$ cat src/rtl/regfile_mc.sv
// Multicycle-CPU register file: two write ports, destination/data muxes with a
// link register, write-to-read bypass and optional A/B output latches.
module regfile_mc #(
   parameter int DATA_W   = 32,
   parameter int ADDR_W   = 5,
   parameter int LINK_REG = 31,
   parameter int ZERO_REG = 1,
   parameter int BYPASS   = 1,
   parameter int READ_REG = 1
) (
   input  logic              clk,
   input  logic              reset,
   input  logic              RegWrite,
   input  logic [1:0]        wdst_sel,
   input  logic [1:0]        wdata_sel,
   input  logic [DATA_W-1:0] data_alu,
   input  logic [DATA_W-1:0] data_dm,
   input  logic [DATA_W-1:0] data_pc,
   input  logic              we1,
   input  logic [ADDR_W-1:0] waddr1,
   input  logic [DATA_W-1:0] wdata1,
   input  logic [ADDR_W-1:0] rs,
   input  logic [ADDR_W-1:0] rt,
   input  logic [ADDR_W-1:0] rd,
   input  logic              lat_en,
   output logic [DATA_W-1:0] rs_out,
   output logic [DATA_W-1:0] rt_out
);

   localparam int                DEPTH  = 2 ** ADDR_W;
   localparam logic [ADDR_W-1:0] LINK_A = ADDR_W'(LINK_REG);
   localparam logic [ADDR_W-1:0] ZERO_A = {ADDR_W{1'b0}};
   localparam logic [DATA_W-1:0] ZERO_D = {DATA_W{1'b0}};

   logic [DATA_W-1:0] regs_q [DEPTH];
   logic [ADDR_W-1:0] dst0_s;
   logic [DATA_W-1:0] sel_data_s;
   logic              wen0_s;
   logic              wen1_s;
   logic [DATA_W-1:0] rs_d;
   logic [DATA_W-1:0] rt_d;

   function automatic logic is_zero(input logic [ADDR_W-1:0] a);
      return (ZERO_REG != 0) && (a == ZERO_A);
   endfunction

   // Port 0 has priority over port 1, both in the array and on the bypass path.
   function automatic logic [DATA_W-1:0] read_port(
      input logic [ADDR_W-1:0] a,
      input logic [DATA_W-1:0] arr_v,
      input logic              w0,
      input logic [ADDR_W-1:0] a0,
      input logic [DATA_W-1:0] d0,
      input logic              w1,
      input logic [ADDR_W-1:0] a1,
      input logic [DATA_W-1:0] d1
   );
      logic [DATA_W-1:0] v;
      if (is_zero(a)) begin
         v = ZERO_D;
      end else if ((BYPASS != 0) && w0 && (a0 == a)) begin
         v = d0;
      end else if ((BYPASS != 0) && w1 && (a1 == a)) begin
         v = d1;
      end else begin
         v = arr_v;
      end
      return v;
   endfunction

   // Port-0 destination/data muxes and the masked write enables of both ports.
   always_comb begin
      dst0_s     = ZERO_A;
      sel_data_s = data_alu;
      case (wdst_sel)
         2'd0:    dst0_s = rt;
         2'd1:    dst0_s = rd;
         2'd2:    dst0_s = LINK_A;
         default: dst0_s = ZERO_A;
      endcase
      case (wdata_sel)
         2'd1:    sel_data_s = data_dm;
         2'd2:    sel_data_s = data_pc;
         default: sel_data_s = data_alu;
      endcase
      if (!reset && RegWrite && (wdst_sel != 2'd3) && !is_zero(dst0_s)) begin
         wen0_s = 1'b1;
      end else begin
         wen0_s = 1'b0;
      end
      if (!reset && we1 && !is_zero(waddr1) && !(wen0_s && (dst0_s == waddr1))) begin
         wen1_s = 1'b1;
      end else begin
         wen1_s = 1'b0;
      end
   end

   // Bypassed read values feeding either the latches or the outputs directly.
   always_comb begin
      rs_d = read_port(rs, regs_q[rs], wen0_s, dst0_s, sel_data_s, wen1_s, waddr1, wdata1);
      rt_d = read_port(rt, regs_q[rt], wen0_s, dst0_s, sel_data_s, wen1_s, waddr1, wdata1);
   end

   // Register array: cleared on reset, written by both ports otherwise.
   always_ff @(posedge clk) begin
      if (reset) begin
         for (int i = 0; i < DEPTH; i++) begin
            regs_q[i] <= ZERO_D;
         end
      end else begin
         if (wen0_s) begin
            regs_q[dst0_s] <= sel_data_s;
         end
         if (wen1_s) begin
            regs_q[waddr1] <= wdata1;
         end
      end
   end

   generate
      if (READ_REG != 0) begin : g_latch
         logic [DATA_W-1:0] rs_q;
         logic [DATA_W-1:0] rt_q;

         // A/B latches of the multicycle datapath.
         always_ff @(posedge clk) begin
            if (reset) begin
               rs_q <= ZERO_D;
               rt_q <= ZERO_D;
            end else if (lat_en) begin
               rs_q <= rs_d;
               rt_q <= rt_d;
            end
         end

         assign rs_out = rs_q;
         assign rt_out = rt_q;
      end else begin : g_comb
         assign rs_out = rs_d;
         assign rt_out = rt_d;
      end
   endgenerate

endmodule

$ cat config.mk
export PLATFORM = sky130hd
export DESIGN_NAME = regfile_mc
export DESIGN_NICKNAME = d
export VERILOG_FILES = /design/src/rtl/regfile_mc.sv
export SDC_FILE = /design/constraint.sdc
export NUM_CORES = 2
export LEC_CHECK = 0
export BUFFER_PORTS_ARGS = -buffer_cell sky130_fd_sc_hd__buf_2
export CAP_MARGIN = 20
export CELL_PAD_IN_SITES_DETAIL_PLACEMENT = 0
export CELL_PAD_IN_SITES_GLOBAL_PLACEMENT = 1
export CORE_MARGIN = 5
export CORE_UTILIZATION = 53
export DETAILED_ROUTE_END_ITERATION = 12
export PLACE_DENSITY = 0.77
export SYNTH_ARGS = -nofsm -noshare
export SYNTH_HDL_FRONTEND = slang
export SYNTH_SLANG_ARGS = --single-unit
export TNS_END_PERCENT = 50
$ cat constraint.sdc
create_clock -name clk -period 10.2 [get_ports clk]
set_clock_uncertainty 0.1 [all_clocks]
set_input_delay 3.06 -clock clk [delete_from_list [all_inputs] [get_ports clk]]
set_output_delay 3.06 -clock clk [all_outputs]
set_load 0.02 [all_outputs]
Word level (Yosys, flattened, before mapping)
Memory sizes are Yosys's and may differ from the RTL's.
Cells that the tools add are included.

cells by class
  divide/modulo/power cells = 0
  bitwise logic cells = 0
  equal/unequal tests = 10
  multiplexer cells = 24
  add/subtract/negate cells = 0
  reduce and logical (&&, ||, !) cells = 22
  multipliers = 0
  $lt $le $gt $ge = 0
  shift operators = 0

operator list
  kind                count
  $mux 32             8
  $pmux 32 s2         1
  $reduce_or 32->1    2
  $eq 5x5->1          5
  $logic_not 5->1     4
  $pmux 5 s3          1
  $mux 1              12
  $logic_and 1x1->1   11
  $mux 5              2
  $eq 2x1->1 const B  2
  $eq 2x2->1 const B  2
  $logic_not 1->1     4
  $logic_not 2->1     1
  $ne 2x2->1 const B  1

word-level totals
  latch bits = 0
  bits in read-only memories = 0
  memories kept = 1
  flip-flop bits (word level) = 64
  word-level logic and storage cells = 59
  memory bits (writable) = 1024
  output and inout bits = 64

memories
  name    depth  width  rd ports  clocked after memory_dff  write ports  line  text
  regs_q  32     32     2         0                         32           35    logic [DATA_W-1:0] regs_q [DEPTH];

Depth between registers and ports, before layout
  depth in word-level cells = 15
  depth in mapped cells = 12
  depth with buffers taken out = 9

Worst setup path after synthesis
OpenSTA, ideal clock, no wires.

  kind = input to register
  from = in rt[1]
  to = mem regs_q[5][0] (enable)
  path slack = 1.247 ns
  buffers on the path = 3
  data arrival time = 8.320 ns
  required time = 9.567 ns
  stages = 9
  cells stage by stage = buf_2 nor3_1 o22ai_1 nor3_1 or3_1 buf_4 o2111ai_2 buf_2 o311ai_0

RTL lines
  element             line  text
  start: declaration  23    input logic [ADDR_W-1:0] rt,
  end: declaration    35

==> out/metrics.yaml <==
synthesized_area_fraction_occupied_by_and_or_nand_nor_cells_pct: 4.571
r2r_start: "regs_q[22][30]"
fin_crit_sh_pct: 69.00
initialDrtViolationCount: 7717
result_of_the_run: "completed"
post_synthesis_compound_gate_area_fraction_pct: 18.75
synth.yosys.seq_area_share_pct: 52.71
tritoncts: "done"
flow.area_growth_from_synthesis_pct: 9.860
grt.total_usage_pct: 37.56
vias: 48504
max_slew.worst_pin.slew_ns: 1.311
setup.worst_path.start_class: "primary input"
design.final.nets: 4668
edff_count_synth: 1024
worst-endpoint-required_ns: 10.42
timing.final.hold_violations: 0
max-vdd-ir-drop_mv: 0.1386
synth-seq-cells: 1088
route.detailed.vias_per_inst: 7.925
floorplan.initialDensity_pct: 53.22
globalplace.congestion: 0.9874
postSynth.asyncResetShare_pct: 0
timing.setup.tns_ns: 0
combinational_family_with_the_most_area_after_synthesis: "multiplexers"
slew_violations: 0
maxSlewHeadroom_pct: 11.71
core_sq_um: 114200
rsz0062_at_grt: "no"
yosys_most_used_dff: "edfxtp_1"
period_needed_ns: 7.038
cts_setup_buffers: 0
number_of_endpoints_failing_setup_at_the_final_stage: 0
filler_cell_count: 9140
clock_path_buffers: 3
netlist-cell-type-count: 72
clock_latency_ns: 0.73
place.port_buffers: 220
mostFrequentLayoutCell: "edfxtp_1"
floorplan.die.width_um: 348.6
cp_cell_sequence: "buf_4 -> inv_1 -> buf_4 -> nand2_1 -> a21oi_1 -> nand4_2 -> o211ai_4 -> buf_4 -> nor4_4 -> buf_4 -> a211o_2"
cellLeakagePower_nw: 20.73
category_of_the_critical_setup_timing_path: "primary input to flip-flop"
mostFrequentLayoutCells: "edfxtp_1 (1024), o22ai_1 (926), mux4_2 (499)"
ctsHoldBuffers: 0
synth-adder-area-share_pct: 0.04118
power_consumption_mw: 11.23
worst_setup_path_startpoint: "reset"
timing.critical_path.mode_cell: "buf_4"
avgSynthCellArea_sq_um: 13.28
max-cap-violations: 0
wire_per_inst_um: 38.33
worstPathArrival_ns: 7.25
drive_above_1_share_pct: 25.17
total_wirelength_of_the_detailed_routed_design_um: 234600
power_density_nw_per_um2: 168.2
ctsHtreeMaxLevel: 3
number_of_remaining_drc_errors: 0
synth_cells: 4578
placement_rows: 124
worst-path-buf-inv: 5
max_stage_delay_ns: 0.76
synth_area_sq_um: 60770
postRouteAntennaNets: 0
max_stage_delay_cell_worst_path: "a211o_2"
drtPass1Iterations: 6
endpoint_kind: "flip-flop"
cpLargestDelayFamily: "buffers and inverters"
grt_pass1_wl_um: 331600
clk_pin_slew_ns: 0.06
grt_max_degree: 114
yosysWarningCount: 0
hpwl_dp_um: 150800
die-area_sq_um: 121500
muxShareOfSynthArea_pct: 19.16
critical_path_peak_fanout: 53
clock_tree.root_cell: "clkbuf_16"
synthXorXnorAreaFrac_pct: 0.3315
cts_resizes: 0
grt_pass1_vias: 46538
tritoncts.num_buffers: 118
tritoncts_num_sinks: 1088
fmax_mhz: 142.1
die_h_um: 348.6
hold_path.class: "flip-flop to flip-flop"
boundaryPins: 221
hp-start: "rt_out[25]"
grt.overflow.total: 0
antenna_found_initial: 11
-- final timing paths --
check | slack [ns] | cells past startpoint | endpoint
setup / recovery | 3.16 | 11 | regs_q[16][11]
hold / removal | 0.39 | 2 | rt_out[25]
setup reg to reg | 7.85 | 6 | rt_out[30]
hold reg to reg | 0.39 | 2 | rt_out[25]
-- kinds of logic after synthesis --
family	after synthesis
AOI/OAI and AO/OA	1677
xor gates and xnor gates	23
adders and majority gates	2
buffers and inverters	641
DFF	1088
muxes	539
other	1
and+or+nand+nor	607
-- tightest hold or removal path, cell delays in order, from the launching register on --
cell,delay (ns)
dfxtp_1,0.33
a22oi_1,0.07
o31ai_1,0.06
-- where the power goes --
group | internal (mW) | switching (mW) | total, mW | leakage (nW)
logic | 0.613 | 1.10 | 1.71 | 8.63
registers | 5.16 | 0.168 | 5.32 | 10.3
clock network | 2.36 | 1.83 | 4.19 | 1.81
total | 8.13 | 3.10 | 11.2 | 20.7
-- stage by stage --
| step | cell area, sq um | instances | hold WS, ns | utilization (%) | setup WS, ns |
|---|---|---|---|---|---|
| floorplan | 60890 | 4609 | 0.4948 | - | 1.247 |
| global placement | 63060 | 5899 | 0.3674 | 55.22 | 2.601 |
| detailed placement | 63070 | 5900 | 0.3684 | 55.23 | 2.571 |
| CTS | 66750 | 6116 | 0.3859 | 58.46 | 3.334 |
| global route | 66760 | 6117 | 0.4027 | 58.46 | 3.003 |
| finish | 66770 | 6120 | 0.3911 | 58.47 | 3.162 |
-- layer usage --
layer,global-route usage (%),vias to the layer above,wire length [um]
met3,6.370,852,27710
met4,23.84,8,19260
li1,-,19146,-
met2,58.45,4312,108000
met1,49.56,24186,79560
met5,0,-,58
-- Yosys cell counts, types with 27 or more instances --
| cell type | instances | area share [%] |
|---|---|---|
| a211oi_1 | 32 | 0.40 |
| a21oi_1 | 120 | 0.99 |
| a22o_1 | 65 | 0.94 |
| a22oi_1 | 175 | 2.2 |
| a31oi_1 | 34 | 0.35 |
| buf_1 | 33 | 0.20 |
| buf_2 | 152 | 1.3 |
| clkbuf_1 | 424 | 2.6 |
| dfxtp_1 | 64 | 2.1 |
| edfxtp_1 | 1024 | 51 |
| mux2i_1 | 36 | 0.59 |
| mux4_2 | 499 | 18 |
| nand2_1 | 296 | 1.8 |
| nor2_1 | 90 | 0.56 |
| nor2b_1 | 42 | 0.43 |
| nor3_1 | 95 | 0.78 |
| o21a_1 | 27 | 0.33 |
| o21ai_0 | 47 | 0.39 |
| o22ai_1 | 926 | 9.5 |
| o2bb2ai_1 | 129 | 1.9 |
| o31ai_1 | 27 | 0.33 |
| o32ai_1 | 33 | 0.48 |
-- sequential cells by signal, indices dropped and copies added, names as in the netlist --
| name | flops |
|---|---|
| rt_out | 32 |
| rs_out | 32 |
| regs_q | 1024 |
-- area by class of cell --
class                   count  area (sq um)  share of cell area [%]
flip-flops and latches   1088         32030                   47.98
multi-input cells        2880         26500                   39.69
clock buffers             164          3207                   4.803
repair buffers            406          2590                   3.879
well taps                1512          1892                   2.834
clock inverters            52         480.5                  0.7196
inverters                  15         56.30                 0.08433
diodes                      3         7.507                 0.01124
(Power assumes the default switching activity.)
